==> config.mk <==
export PLATFORM = sky130hd
export DESIGN_NAME = seq_mul_div
export DESIGN_NICKNAME = d
export VERILOG_FILES = /design/src/rtl/seq_mul_div.sv
export SDC_FILE = /design/constraint.sdc
export NUM_CORES = 1
export LEC_CHECK = 0
export ABC_AREA = 0
export CORE_UTILIZATION = 50
export DETAILED_ROUTE_END_ITERATION = 10
export GPL_TIMING_DRIVEN = 0
export PLACE_DENSITY = 0.69
export SLEW_MARGIN = 40
export SYNTH_ARGS = -nofsm -noshare
export SYNTH_HDL_FRONTEND = slang
export SYNTH_SLANG_ARGS = --single-unit
==> constraint.sdc <==
create_clock -name clk -period 3.95 [get_ports clk]
set_input_delay 0.79 -clock clk [delete_from_list [all_inputs] [get_ports clk]]
set_output_delay 0.79 -clock clk [all_outputs]
set_load 0.01 [all_outputs]
==> src/rtl/seq_mul_div.sv <==
// rtl/seq_mul_div.sv - iterative signed/unsigned multiply/divide unit
//
// Accepts one MUL/MULH/DIV/REM request at a time and returns the result
// after WIDTH+1 cycles. Division by zero and signed overflow follow the
// RISC-V M rules.
//
// Ports:
//   clk, rst_n           clock, asynchronous active-low reset
//   in_valid / in_ready  request handshake (in_ready high only in IDLE)
//   op                   00 MUL, 01 MULH, 10 DIV, 11 REM
//   is_signed            two's-complement operands when 1
//   a, b                 multiplicand/dividend, multiplier/divisor
//   out_valid/out_ready  result handshake
//   result, div_zero     result word, DIV/REM by zero flag
//
// Optional feature: define SEQ_MUL_DIV_EARLY_OUT_EN to finish trivial
// operations (divide by zero, multiply by zero) directly from IDLE.

module seq_mul_div #(
   parameter int WIDTH = 32,
   parameter int CNT_W = $clog2(WIDTH+1)
) (
   input  logic             clk,
   input  logic             rst_n,
   input  logic             in_valid,
   output logic             in_ready,
   input  logic [1:0]       op,
   input  logic             is_signed,
   input  logic [WIDTH-1:0] a,
   input  logic [WIDTH-1:0] b,
   output logic             out_valid,
   input  logic             out_ready,
   output logic [WIDTH-1:0] result,
   output logic             div_zero
);

   localparam logic [1:0] S_IDLE = 2'd0;
   localparam logic [1:0] S_RUN  = 2'd1;
   localparam logic [1:0] S_FIX  = 2'd2;
   localparam logic [1:0] S_DONE = 2'd3;

   localparam logic [1:0] OP_MUL  = 2'b00;
   localparam logic [1:0] OP_MULH = 2'b01;
   localparam logic [1:0] OP_DIV  = 2'b10;
   localparam logic [1:0] OP_REM  = 2'b11;

   logic [1:0]         state;
   logic [1:0]         op_q;
   logic               neg_res;   // product/quotient must be negated
   logic               neg_rem;   // dividend was negative
   logic [WIDTH-1:0]   mag_a;
   logic [WIDTH-1:0]   mag_b;
   logic [CNT_W-1:0]   cnt;
   logic [2*WIDTH-1:0] acc;       // multiply accumulator {high, multiplier}
   logic [WIDTH-1:0]   quo;       // dividend shifting out, quotient in
   logic [WIDTH-1:0]   rem;

   assign in_ready  = (state == S_IDLE);
   assign out_valid = (state == S_DONE);

   // Operand magnitudes and signs at accept time.
   logic             a_neg, b_neg;
   logic [WIDTH-1:0] abs_a, abs_b;
   assign a_neg = is_signed & a[WIDTH-1];
   assign b_neg = is_signed & b[WIDTH-1];
   assign abs_a = a_neg ? -a : a;
   assign abs_b = b_neg ? -b : b;

   // Shift-add step: add the multiplicand into the high half when the
   // current multiplier bit is set, then shift the whole accumulator right.
   logic [WIDTH:0] mul_sum;
   assign mul_sum = {1'b0, acc[2*WIDTH-1:WIDTH]} + (acc[0] ? {1'b0, mag_a} : '0);

   // Restoring-division step on the WIDTH+1-bit partial remainder. Since
   // rem_sh < 2*mag_b, the top bit of the difference is a reliable borrow.
   logic [WIDTH:0] rem_sh;
   logic [WIDTH:0] rem_diff;
   logic           rem_ge;
   assign rem_sh   = {rem, quo[WIDTH-1]};
   assign rem_diff = rem_sh - {1'b0, mag_b};
   assign rem_ge   = ~rem_diff[WIDTH];

   // Sign correction and result selection. Signed MIN / -1 needs no
   // special handling: |MIN| / 1 = MIN with equal signs, remainder 0.
   logic [2*WIDTH-1:0] prod;
   logic [WIDTH-1:0]   quo_s, rem_s, a_orig, fix_res;
   logic               b_zero;
   assign prod   = neg_res ? -acc : acc;
   assign quo_s  = neg_res ? -quo : quo;
   assign rem_s  = neg_rem ? -rem : rem;
   assign a_orig = neg_rem ? -mag_a : mag_a;
   assign b_zero = (mag_b == '0);

   always_comb begin
      fix_res = '0;
      case (op_q)
         OP_MUL:  fix_res = prod[WIDTH-1:0];
         OP_MULH: fix_res = prod[2*WIDTH-1:WIDTH];
         OP_DIV:  fix_res = b_zero ? '1 : quo_s;
         OP_REM:  fix_res = b_zero ? a_orig : rem_s;
         default: fix_res = '0;
      endcase
   end

`ifdef SEQ_MUL_DIV_EARLY_OUT_EN
   logic             early;
   logic [WIDTH-1:0] early_res;
   always_comb begin
      early     = op[1] ? (b == '0) : ((a == '0) || (b == '0));
      early_res = '0;
      case (op)
         OP_DIV:  early_res = '1;
         OP_REM:  early_res = a;
         default: early_res = '0;
      endcase
   end
`endif

   always_ff @(posedge clk or negedge rst_n) begin
      if (!rst_n) begin
         state    <= S_IDLE;
         op_q     <= '0;
         neg_res  <= 1'b0;
         neg_rem  <= 1'b0;
         mag_a    <= '0;
         mag_b    <= '0;
         cnt      <= '0;
         acc      <= '0;
         quo      <= '0;
         rem      <= '0;
         result   <= '0;
         div_zero <= 1'b0;
      end else begin
         case (state)
            S_IDLE: begin
               if (in_valid) begin
                  op_q    <= op;
                  neg_res <= a_neg ^ b_neg;
                  neg_rem <= a_neg;
                  mag_a   <= abs_a;
                  mag_b   <= abs_b;
                  cnt     <= '0;
                  acc     <= {{WIDTH{1'b0}}, abs_b};
                  quo     <= abs_a;
                  rem     <= '0;
`ifdef SEQ_MUL_DIV_EARLY_OUT_EN
                  if (early) begin
                     result   <= early_res;
                     div_zero <= op[1];
                     state    <= S_DONE;
                  end else begin
                     state <= S_RUN;
                  end
`else
                  state <= S_RUN;
`endif
               end
            end
            S_RUN: begin
               if (op_q[1]) begin
                  rem <= rem_ge ? rem_diff[WIDTH-1:0] : rem_sh[WIDTH-1:0];
                  quo <= {quo[WIDTH-2:0], rem_ge};
               end else begin
                  acc <= {mul_sum, acc[WIDTH-1:1]};
               end
               cnt <= cnt + CNT_W'(1);
               if (cnt == CNT_W'(WIDTH-1)) begin
                  state <= S_FIX;
               end
            end
            S_FIX: begin
               result   <= fix_res;
               div_zero <= op_q[1] & b_zero;
               state    <= S_DONE;
            end
            S_DONE: begin
               if (out_ready) begin
                  state <= S_IDLE;
               end
            end
            default: state <= S_IDLE;
         endcase
      end
   end

endmodule

==> run summary, run 1 <==
Fin crit share - 97.85%
Simple-gate share of the synthesized area - 19.59%
Clock-pin slew on the worst setup and hold paths - 0.06 ns
Die Span X - 197.0 µm
Crit path depth - 11
VDD IR max - 0.4677 mV
Post-synthesis sequential element count - 237
I/O pin count - 106
Mux cell area share after synthesis - 2.158%
Max Cap Viol - 0
Period minus WS final - 3.865 ns
YS warnings - 0
Synth cell types - 84
Row count - 71
Core ar. - 0.03758 mm²
Drt first pass iters - 8
Via/cell ratio - 6.532
Area fraction in compound gates after synthesis - 26.06%
Final Wtd Congestion - 1.055
Synth Area in Adders - 5.144%
Rel. slew slack - 35.72%
Cells on worst reg2reg path - 8
H-tree Lvls - 1
Outcome - complete, no violations
Congestion Overflow GR - 0
Root Buffer - clkbuf_16
P_leak - 9.272 nW
Layout area overhead - 15.03%
# setup viols final - 0
Vias in the first global route - 18630
Worst path slowest cell - clkdlybuf4s50_1
Crit-path cells - clkdlybuf4s50_1 > inv_1 > ha_1 > and4b_1 > and2_1 > and3b_1 > nand2_1 > o21ai_0 > o21ai_0 > xnor2_1 > o21ai_0
CTS tree - built
Crit Path Category - input pin to flip-flop
Seq/Total Area, Yosys - 31.18%
Synth Area in XOR/XNOR - 11.28%
Initial core utilization - 50.62%
CP top delay family - buffers and inverters
Cell mode on critical path - o21ai_0
Fmax - 0.2587 GHz
Syn Area/Cell - 7.876 µm²
Final hold vios - 0
Clk_lat worst skew - 0.59 ns
Finished Layout Cells - 3087
Crit path largest cell delay - 0.71 ns
Syn nets - 2563
Setup crit start kind - input pin
Final nets - 2702
Unrepaired setup endpoints after global routing - false
Max FO, Critical Path - 5
Vias after detailed routing - 20170
DRT iter0 DRCs - 2398
HPWL after detailed placement - 66610 µm
FF+latch area - 0.005932 mm²
Worst clock skew - 0.01693 ns
Area of the multi-input gates - 0.01226 mm²
Slew @ Worst Pin - 0.9642 ns
Detail Route Antenna Nets - 0
Synthesized area - 0.01902 mm²
Filler cells - 3522
Pwr Total - 18.51 mW
Post-synth top area share - 31.18%
Global-route wire length before repair - 121800 µm
Total Routed Length - 83050 µm
Die area - 0.03882 mm²
Buffers and inverters on the worst path - 2
Num CTS Buffers - 28
Routed WL per cell - 26.90 µm
Yosys top cell by area - dfrtp_1
Initial antenna violation count - 1
Post-route DRC - 0
Synth top area cells - dfrtp_1, o21ai_0, nand2_1, xnor2_1, xor2_1
Critical path data arrival time - 4.29 ns
Syn Inst Count - 2415
Setup Fix Bufs, Post-CTS - 0
CTS Sinks - 237
Layout cells sized above 1 - 4.388%
Min-delay worst type - input pin to asynchronous set/reset pin
Main synth FF type - dfrtp_1
All-layer global routing usage - 42.62%
Die Height - 197.0 µm
Pwr Density - 845.9 mW/mm²
Port bufs - 105
Slew Viols, Final - 0
Post-synth EDFFs - 0
Ys async rst share - 100.0%
Nature of the critical path endpoint - flip-flop
Worst EP required - 4.37 ns
Max Buffers Root-to-Sink - 3
Pin count of the biggest net entering global routing - 76
Placed insts - 3034
Largest family of logic cells by synthesized area - compound AO/OA/AOI/OAI gates
-- registers in the layout, summed over array words and instances, names as in the netlist --
signal,count
acc,64
op_q,2
mag_a,32
neg_res,1
cnt,6
rem,32
quo,32
neg_rem,1
div_zero,1
result,32
mag_b,32
state,2
-- power by group --
part / switching, mW / internal, mW / leakage (nW)
clock: 1.15 / 1.76 / 0.494
sequential: 1.44 / 3.38 / 3.04
combinational: 7.25 / 3.53 / 5.73
total: 9.84 / 8.66 / 9.27
-- per-stage QoR --
| step | TNS (ns) | utilization (%) | hold slack, ns | area, µm² | setup slack [ns] |
|---|---|---|---|---|---|
| floorplan | 0 | - | 0.4716 | 19020 | 0.7469 |
| CTS | 0 | 58.11 | 0.05195 | 21830 | 0.05745 |
| finish | 0 | 58.23 | 0.04852 | 21880 | 0.08504 |
| global placement | -1890.00 | 55.12 | 0.4734 | 20710 | -8.007 |
| global route | 0 | 58.22 | 0.05585 | 21880 | 0.01314 |
| detailed placement | -4.590 | 55.35 | 0.4756 | 20800 | -0.3156 |
-- cells in the mapped netlist, types with 39 or more instances --
| master | n |
|---|---|
| nand3_1 | 50 |
| dfrtp_1 | 237 |
| ha_1 | 75 |
| inv_1 | 86 |
| clkbuf_1 | 121 |
| o21ai_0 | 281 |
| and2_1 | 39 |
| xnor2_1 | 128 |
| a21oi_1 | 192 |
| nand2_1 | 328 |
| xor2_1 | 117 |
| o31ai_1 | 55 |
| nor2_1 | 176 |
-- timing repair --
| action | 4_1_cts | 5_1_grt |
|---|---|---|
| resized for setup | 4 | 10 |
| pin swaps | 0 | 2 |
| hold buffers | 0 | 0 |
| endpoints found under the hold margin | 0 | 0 |
| endpoints found under the setup margin | 7 | 43 |
-- worst paths after layout --
path                                        start                endpoint  slack, ns
setup / recovery                             b[0]     acc[28]$_DFFE_PN0P_       0.09
max in group asynchronous                   rst_n   mag_a[21]$_DFFE_PN0P_       2.84
min in group clk           result[31]$_DFFE_PN0P_  result[31]$_DFFE_PN0P_       0.49
setup reg to reg            mag_b[26]$_DFFE_PN0P_   result[6]$_DFFE_PN0P_       0.09
hold reg to reg            result[31]$_DFFE_PN0P_  result[31]$_DFFE_PN0P_       0.49
hold / removal                              rst_n  result[25]$_DFFE_PN0P_       0.05
-- metal layers --
layer	wire [µm]	global-route usage (%)	up-vias
li1	-	-	8988
met3	9194	10.64	205
met1	34390	58.52	9773
met5	13	0	-
met2	35560	64.27	1197
met4	3889	16.62	2
-- area by class of cell --
type / count / area share (%)
Tap cell: 511 / 2.922
Timing Repair Buffer: 109 / 5.227
Inverter: 88 / 1.510
Sequential cell: 237 / 27.11
Clock inverter: 18 / 1.252
Multi-Input combinational cell: 1949 / 56.03
Clock buffer: 33 / 3.425
Antenna cell: 1 / 0.01144
Buffer: 141 / 2.510
-- worst reg2reg max path, cell delays in order (launching register included) --
cell and delay [ns]:
dfrtp_1 0.40, nor4_1 0.57, nand4_1 0.29, nor2_1 0.77, clkbuf_1 0.47, a21oi_1 0.13, a221oi_1 0.82, a31oi_1 0.15
a21oi_1 0.19
-- cell families after synthesis --
logic type | count (synthesis)
adders and majority gates | 77
and+or+nand+nor | 793
muxes | 38
DFF | 237
buffers and inverters | 229
AOI/OAI and AO/OA | 796
xor gates and xnor gates | 245
-- layout by cell type, fill, tap and decap left out, types with 9 or more instances in the layout --
cell type	n
o31ai_1	53
nand3_1	50
dfrtp_1	236
clkbuf_16	28
ha_1	75
o22ai_1	12
nor4_1	22
o221ai_1	17
nor2b_1	10
nor3_1	33
o41ai_1	34
a21o_1	31
or3_1	30
or4_1	28
o211ai_1	18
buf_1	11
mux2i_1	32
o21a_1	11
nand4_1	10
xor2_1	117
or2_2	12
o21ai_0	280
inv_1	86
clkbuf_1	120
xnor2_1	128
o311ai_0	14
nand2_1	328
and2_1	39
a21oi_1	190
o21bai_1	9
clkdlybuf4s50_1	104
a211oi_1	19
a31oi_1	18
nor2_1	176
nand2b_1	23
Note: power is estimated with default switching activity, not from simulation.
==> inputs of run 2 (changes only) <==
ABC_CLOCK_PERIOD_IN_PS = 3950   (was default)
CORE_UTILIZATION = 30   (was 50)
PLACE_DENSITY = default   (was 0.69)
==> run 2 against run 1 <==
Net effect: final cell count increased by 11%; via count shrank 3.0%; combinational power about the same; clock skew rose by 0.010 ns; largest power group unchanged; final area grew 2.0%; wire length increased by 1.0%; flip-flop and latch count unchanged; critical path type is now flip-flop to flip-flop; critical path depth down 1; register-to-register slack is essentially flat.
==> run summary, run 2 (synthesized netlist as in run 1, its figures left out) <==
Outcome - complete, no violations
Most common cell after layout, fill and taps aside - nand2_1
Max Cap Viol - 0
Most frequent cells in the layout - nand2_1, o21ai_0, dfrtp_1
Port bufs - 105
Vias in the first global route - 18150
HPWL after detailed placement - 67160 µm
Filler cells - 6570
CTS tree - built
Area of the multi-input gates - 0.01229 mm²
Critical path data arrival time - 4.29 ns
Die Span X - 253.8 µm
Number of flip-flops in the largest register - 64
Internal Dissipation - 8.647 mW
Via/cell ratio - 5.729
Num CTS Buffers - 29
P_leak - 9.294 nW
Crit Path Category - flip-flop to flip-flop
I/O pin count - 106
Initial antenna violation count - 5
Nature of the critical path endpoint - flip-flop
# setup viols final - 0
Clk_lat worst skew - 0.59 ns
Combinational share of power - 57.8%
H-tree Lvls - 1
Total Routed Length - 83890 µm
Period minus WS final - 3.851 ns
Unrepaired setup endpoints after global routing - false
Congestion Overflow GR - 0
Max Buffers Root-to-Sink - 3
Rel. slew slack - 38.35%
VDD IR max - 0.3878 mV
Root Buffer - clkbuf_16
Setup crit start kind - flip-flop
Worst clock skew - 0.02705 ns
Core ar. - 0.06217 mm²
CP top delay family - simple AND/OR/NAND/NOR gates
Seq pwr share - 26.4%
Crit path largest cell delay - 0.60 ns
Layout area overhead - 17.29%
Row count - 91
Cell mode on critical path - a21oi_1
Fmax - 0.2597 GHz
FF+latch area - 0.005932 mm²
Drt first pass iters - 6
Fin crit share - 97.49%
Reg2reg end - result[25]$_DFFE_PN0P_
Slew Viols, Final - 0
Pwr Density - 822.1 mW/mm²
Crit-path cells - or4_4 > nor4_4 > nand4_1 > or2_2 > buf_2 > o41ai_1 > xor2_1 > a21oi_1 > a21oi_1 > a21oi_1
Cells on worst reg2reg path - 10
Max FO, Critical Path - 10
Detail Route Antenna Nets - 0
R2R Setup Slk - 0.1 ns
Final hold vios - 0
CTS Sinks - 237
Switch share - 52.85%
Clock-pin slew on the worst setup and hold paths - 0.06 ns
Worst path slowest cell - or4_4
Dpl ws - -0.4443 ns
Vias after detailed routing - 19570
Initial core utilization - 30.60%
Final Wtd Congestion - 1.041
Pin count of the biggest net entering global routing - 74
Die area - 0.06441 mm²
Die Height - 253.8 µm
Min-delay worst type - input pin to asynchronous set/reset pin
Power share of the clock group - 15.7%
Routed WL per cell - 24.56 µm
Buffers and inverters on the worst path - 1
Sw Pwr - 9.694 mW
Slew @ Worst Pin - 0.9248 ns
Reg-to-reg startpoint - acc[17]$_DFFE_PN0P_
Largest reg by FF count - acc
All-layer global routing usage - 25.76%
Setup TNS - 0 ns
Final nets - 2705
Hold-fix buffer count after cts - 0
Layout cells sized above 1 - 4.501%
Global-route wire length before repair - 123500 µm
Worst EP required - 4.39 ns
DRT iter0 DRCs - 1980
Post-route DRC - 0
Worst Setup Slack, final - 0.09927 ns
-- run 2: worst reg2reg max path, cell delays in order (launching register included) --
cell,delay (ns)
dfrtp_1,0.48
or4_4,0.60
nor4_4,0.35
nand4_1,0.36
or2_2,0.39
buf_2,0.19
o41ai_1,0.39
xor2_1,0.30
a21oi_1,0.16
a21oi_1,0.37
a21oi_1,0.13
-- run 2: through the flow --
stage | power (mW) | util (%) | instances | instance area [µm²] | hold slack, ns
3_3_place_gp | 15.05 | 33.97 | 3357 | 21120 | 0.4829
3_5_place_dp | 15.07 | 34.13 | 3361 | 21220 | 0.4834
2_1_floorplan | 10.65 | - | 2415 | 19020 | 0.4716
4_1_cts | 18.00 | 35.78 | 3413 | 22240 | 0.1152
5_1_grt | 19.29 | 35.88 | 3414 | 22310 | 0.1321
6_report | 18.34 | 35.89 | 3415 | 22310 | 0.1149
-- run 2: final cells by class --
cell class              count  area share (%)
plain buffers             140           2.451
clock inverters            11          0.7347
well taps                 837           4.694
clock buffers              40           3.752
diodes                      1         0.01122
inverters                  88           1.481
flip-flops and latches    237           26.59
repair buffers            112           5.216
multi-input cells        1949           55.07
-- run 2: how the worst max path moves through the flow --
stage,from,to,slack (ns),depth (start not counted)
after detailed placement,acc[0]$_DFFE_PN0P_,acc[57]$_DFFE_PN0P_,-0.44,15
after floorplan,acc[0]$_DFFE_PN0P_,acc[57]$_DFFE_PN0P_,0.75,15
after global routing,quo[31]$_DFFE_PN0P_,rem[20]$_DFFE_PN0P_,0.006,14
after global placement,rst_n,acc[51]$_DFFE_PN0P_,-8.70,1
after CTS,quo[31]$_DFFE_PN0P_,rem[20]$_DFFE_PN0P_,0.06,14
final,acc[17]$_DFFE_PN0P_,result[25]$_DFFE_PN0P_,0.1,10
-- run 2: power groups by stage --
| stage | clock [mW] | sequential (mW) | combinational, mW |
|---|---|---|---|
| 6_report | 2.89 | 4.85 | 10.6 |
| 5_1_grt | 3.01 | 4.94 | 11.3 |
| 4_1_cts | 2.90 | 4.79 | 10.3 |
| 3_5_place_dp | 0 | 4.83 | 10.2 |
| 3_3_place_gp | 0 | 4.82 | 10.2 |
| 2_1_floorplan | 0 | 4.27 | 6.38 |
-- run 2: metal layers --
layer,wire length [µm],GRT usage [%],up-vias
met2,36400,39.09,846
li1,-,-,8976
met3,7450,4.404,142
met4,2483,7.625,6
met5,36,0,-
met1,37520,37.07,9595
-- run 2: what timing repair did --
item,4_1_cts,5_1_grt
pin swaps,1,2
gates resized for setup,6,11
setup buffers,1,0
gates cloned,0,0
endpoints found under the setup margin,18,38
==> inputs of run 3 (changes only) <==
SKIP_CTS_REPAIR_TIMING = 1   (was default)
==> run 3 against run 2 <==
Net effect: clock power about the same; via count increased by 0.27%; largest power group unchanged; global-route usage hardly changed; sequential power barely moved; hold slack got worse by 0.0067 ns; final area about the same; count of clock-buffer cells in the layout stayed put; fmax fell by 0.30%; critical path depth unchanged; wire length about the same.
==> run summary, run 3 (synthesized netlist as in run 1, its figures left out) <==
Max Cap Viol - 0
Most frequent cells in the layout - nand2_1, o21ai_0, dfrtp_1
Design area - 0.02233 mm²
Combinational share of power - 57.9%
Final nets - 2706
Setup crit start kind - flip-flop
Core ar. - 0.06217 mm²
Largest reg by FF count - acc
Period minus WS final - 3.862 ns
Worst EP required - 4.39 ns
Fin crit share - 97.78%
CTS Sinks - 237
VDD IR max - 0.3893 mV
Initial core utilization - 30.60%
Layout cells sized above 1 - 4.577%
DRT iter0 DRCs - 1909
All-layer global routing usage - 25.75%
Fmax - 0.2589 GHz
Slew @ Worst Pin - 0.9501 ns
I/O pin count - 106
Die area - 0.06441 mm²
Drt first pass iters - 5
HPWL after detailed placement - 67160 µm
Pwr Density - 822.7 mW/mm²
Seq pwr share - 26.4%
Clock-pin slew on the worst setup and hold paths - 0.06 ns
Clk_lat worst skew - 0.59 ns
Outcome - complete, no violations
Switch share - 52.92%
H-tree Lvls - 1
Final hold vios - 0
Global-route wire length before repair - 123400 µm
Detail Route Antenna Nets - 0
Pin count of the biggest net entering global routing - 74
Rel. slew slack - 36.66%
Pwr Total - 18.37 mW
Total Routed Length - 83940 µm
Congestion Overflow GR - 0
Critical path data arrival time - 4.30 ns
Via/cell ratio - 5.741
Layout area overhead - 17.40%
Power share of the clock group - 15.7%
Vias in the first global route - 18140
Sw Pwr - 9.723 mW
Internal Dissipation - 8.649 mW
Max Buffers Root-to-Sink - 3
Routed WL per cell - 24.56 µm
Min-delay worst type - input pin to asynchronous set/reset pin
Die Span X - 253.8 µm
Max FO, Critical Path - 10
Unrepaired setup endpoints after global routing - false
Most common cell after layout, fill and taps aside - nand2_1
Die Height - 253.8 µm
Area post-placement - 0.02122 mm²
Initial antenna violation count - 5
# setup viols final - 0
Post-route DRC - 0
Final Wtd Congestion - 1.041
P_leak - 9.297 nW
Row count - 91
Worst clock skew - 0.02699 ns
Root Buffer - clkbuf_16
Num CTS Buffers - 29
Nature of the critical path endpoint - flip-flop
Worst hold slack - 0.1082 ns
CTS tree - built
Number of flip-flops in the largest register - 64
Vias after detailed routing - 19620
Crit Path Category - flip-flop to flip-flop
Port bufs - 105
Slew Viols, Final - 0
[run 3: path summary, 6_finish.rpt]
path | startpoint | endpoint | slack, ns | cells past startpoint
worst max-delay path | acc[28]$_DFFE_PN0P_ | result[25]$_DFFE_PN0P_ | 0.09 | 10
worst min register to register | result[19]$_DFFE_PN0P_ | result[19]$_DFFE_PN0P_ | 0.49 | 2
min in group clk | result[19]$_DFFE_PN0P_ | result[19]$_DFFE_PN0P_ | 0.49 | 2
worst min-delay path | rst_n | mag_b[19]$_DFFE_PN0P_ | 0.11 | 1
max in group asynchronous | rst_n | acc[49]$_DFFE_PN0P_ | 2.77 | 3
worst max register to register | acc[28]$_DFFE_PN0P_ | result[25]$_DFFE_PN0P_ | 0.09 | 10
[run 3: critical path: stages (launching register included)]
cell and delay (ns):
dfrtp_1 0.47, or4_1 0.66, nor4b_2 0.32, nand4_1 0.37, or2_2 0.39, buf_2 0.19, o41ai_1 0.39, xor2_1 0.28
a21oi_1 0.15, a21oi_1 0.37, a21oi_1 0.13
[run 3: area by class of cell]
cell class	count	area, µm²
Fill cell	6558	39840
Multi-Input combinational cell	1949	12300
Sequential cell	237	5932
Timing Repair Buffer	112	1164
Tap cell	837	1047
Clock buffer	40	837.1
Buffer	141	550.5
Inverter	88	330.3
Clock inverter	11	163.9
Antenna cell	2	5.005
[run 3: stage by stage]
stage / util [%] / worst slack, ns / instances / TNS [ns]
after global routing: 35.91 / 0.03972 / 3415 / 0
after floorplan: - / 0.7469 / 2415 / 0
final: 35.92 / 0.08784 / 3417 / 0
after CTS: 35.74 / -0.5041 / 3412 / -2.812
after global placement: 33.97 / -8.702 / 3357 / -2058.31
after detailed placement: 34.13 / -0.4443 / 3361 / -4.546
[run 3: power by group through the flow]
stage | clock [mW] | combinational [mW] | sequential [mW]
final | 2.89 | 10.6 | 4.85
after global routing | 3.01 | 11.3 | 4.94
after CTS | 2.90 | 10.3 | 4.79
after detailed placement | 0 | 10.2 | 4.83
after global placement | 0 | 10.2 | 4.82
after floorplan | 0 | 6.38 | 4.27
[run 3: layer usage]
| metal | vias to the layer above | global-route usage, % | wire length, µm | share of wire (%) |
|---|---|---|---|---|
| li1 | 8990 | - | - | - |
| met1 | 9609 | 36.98 | 37680 | 45 |
| met2 | 873 | 39.08 | 36380 | 43 |
| met3 | 137 | 4.527 | 7335 | 8.7 |
| met4 | 8 | 7.625 | 2487 | 3.0 |
| met5 | - | 0 | 46 | 0.055 |
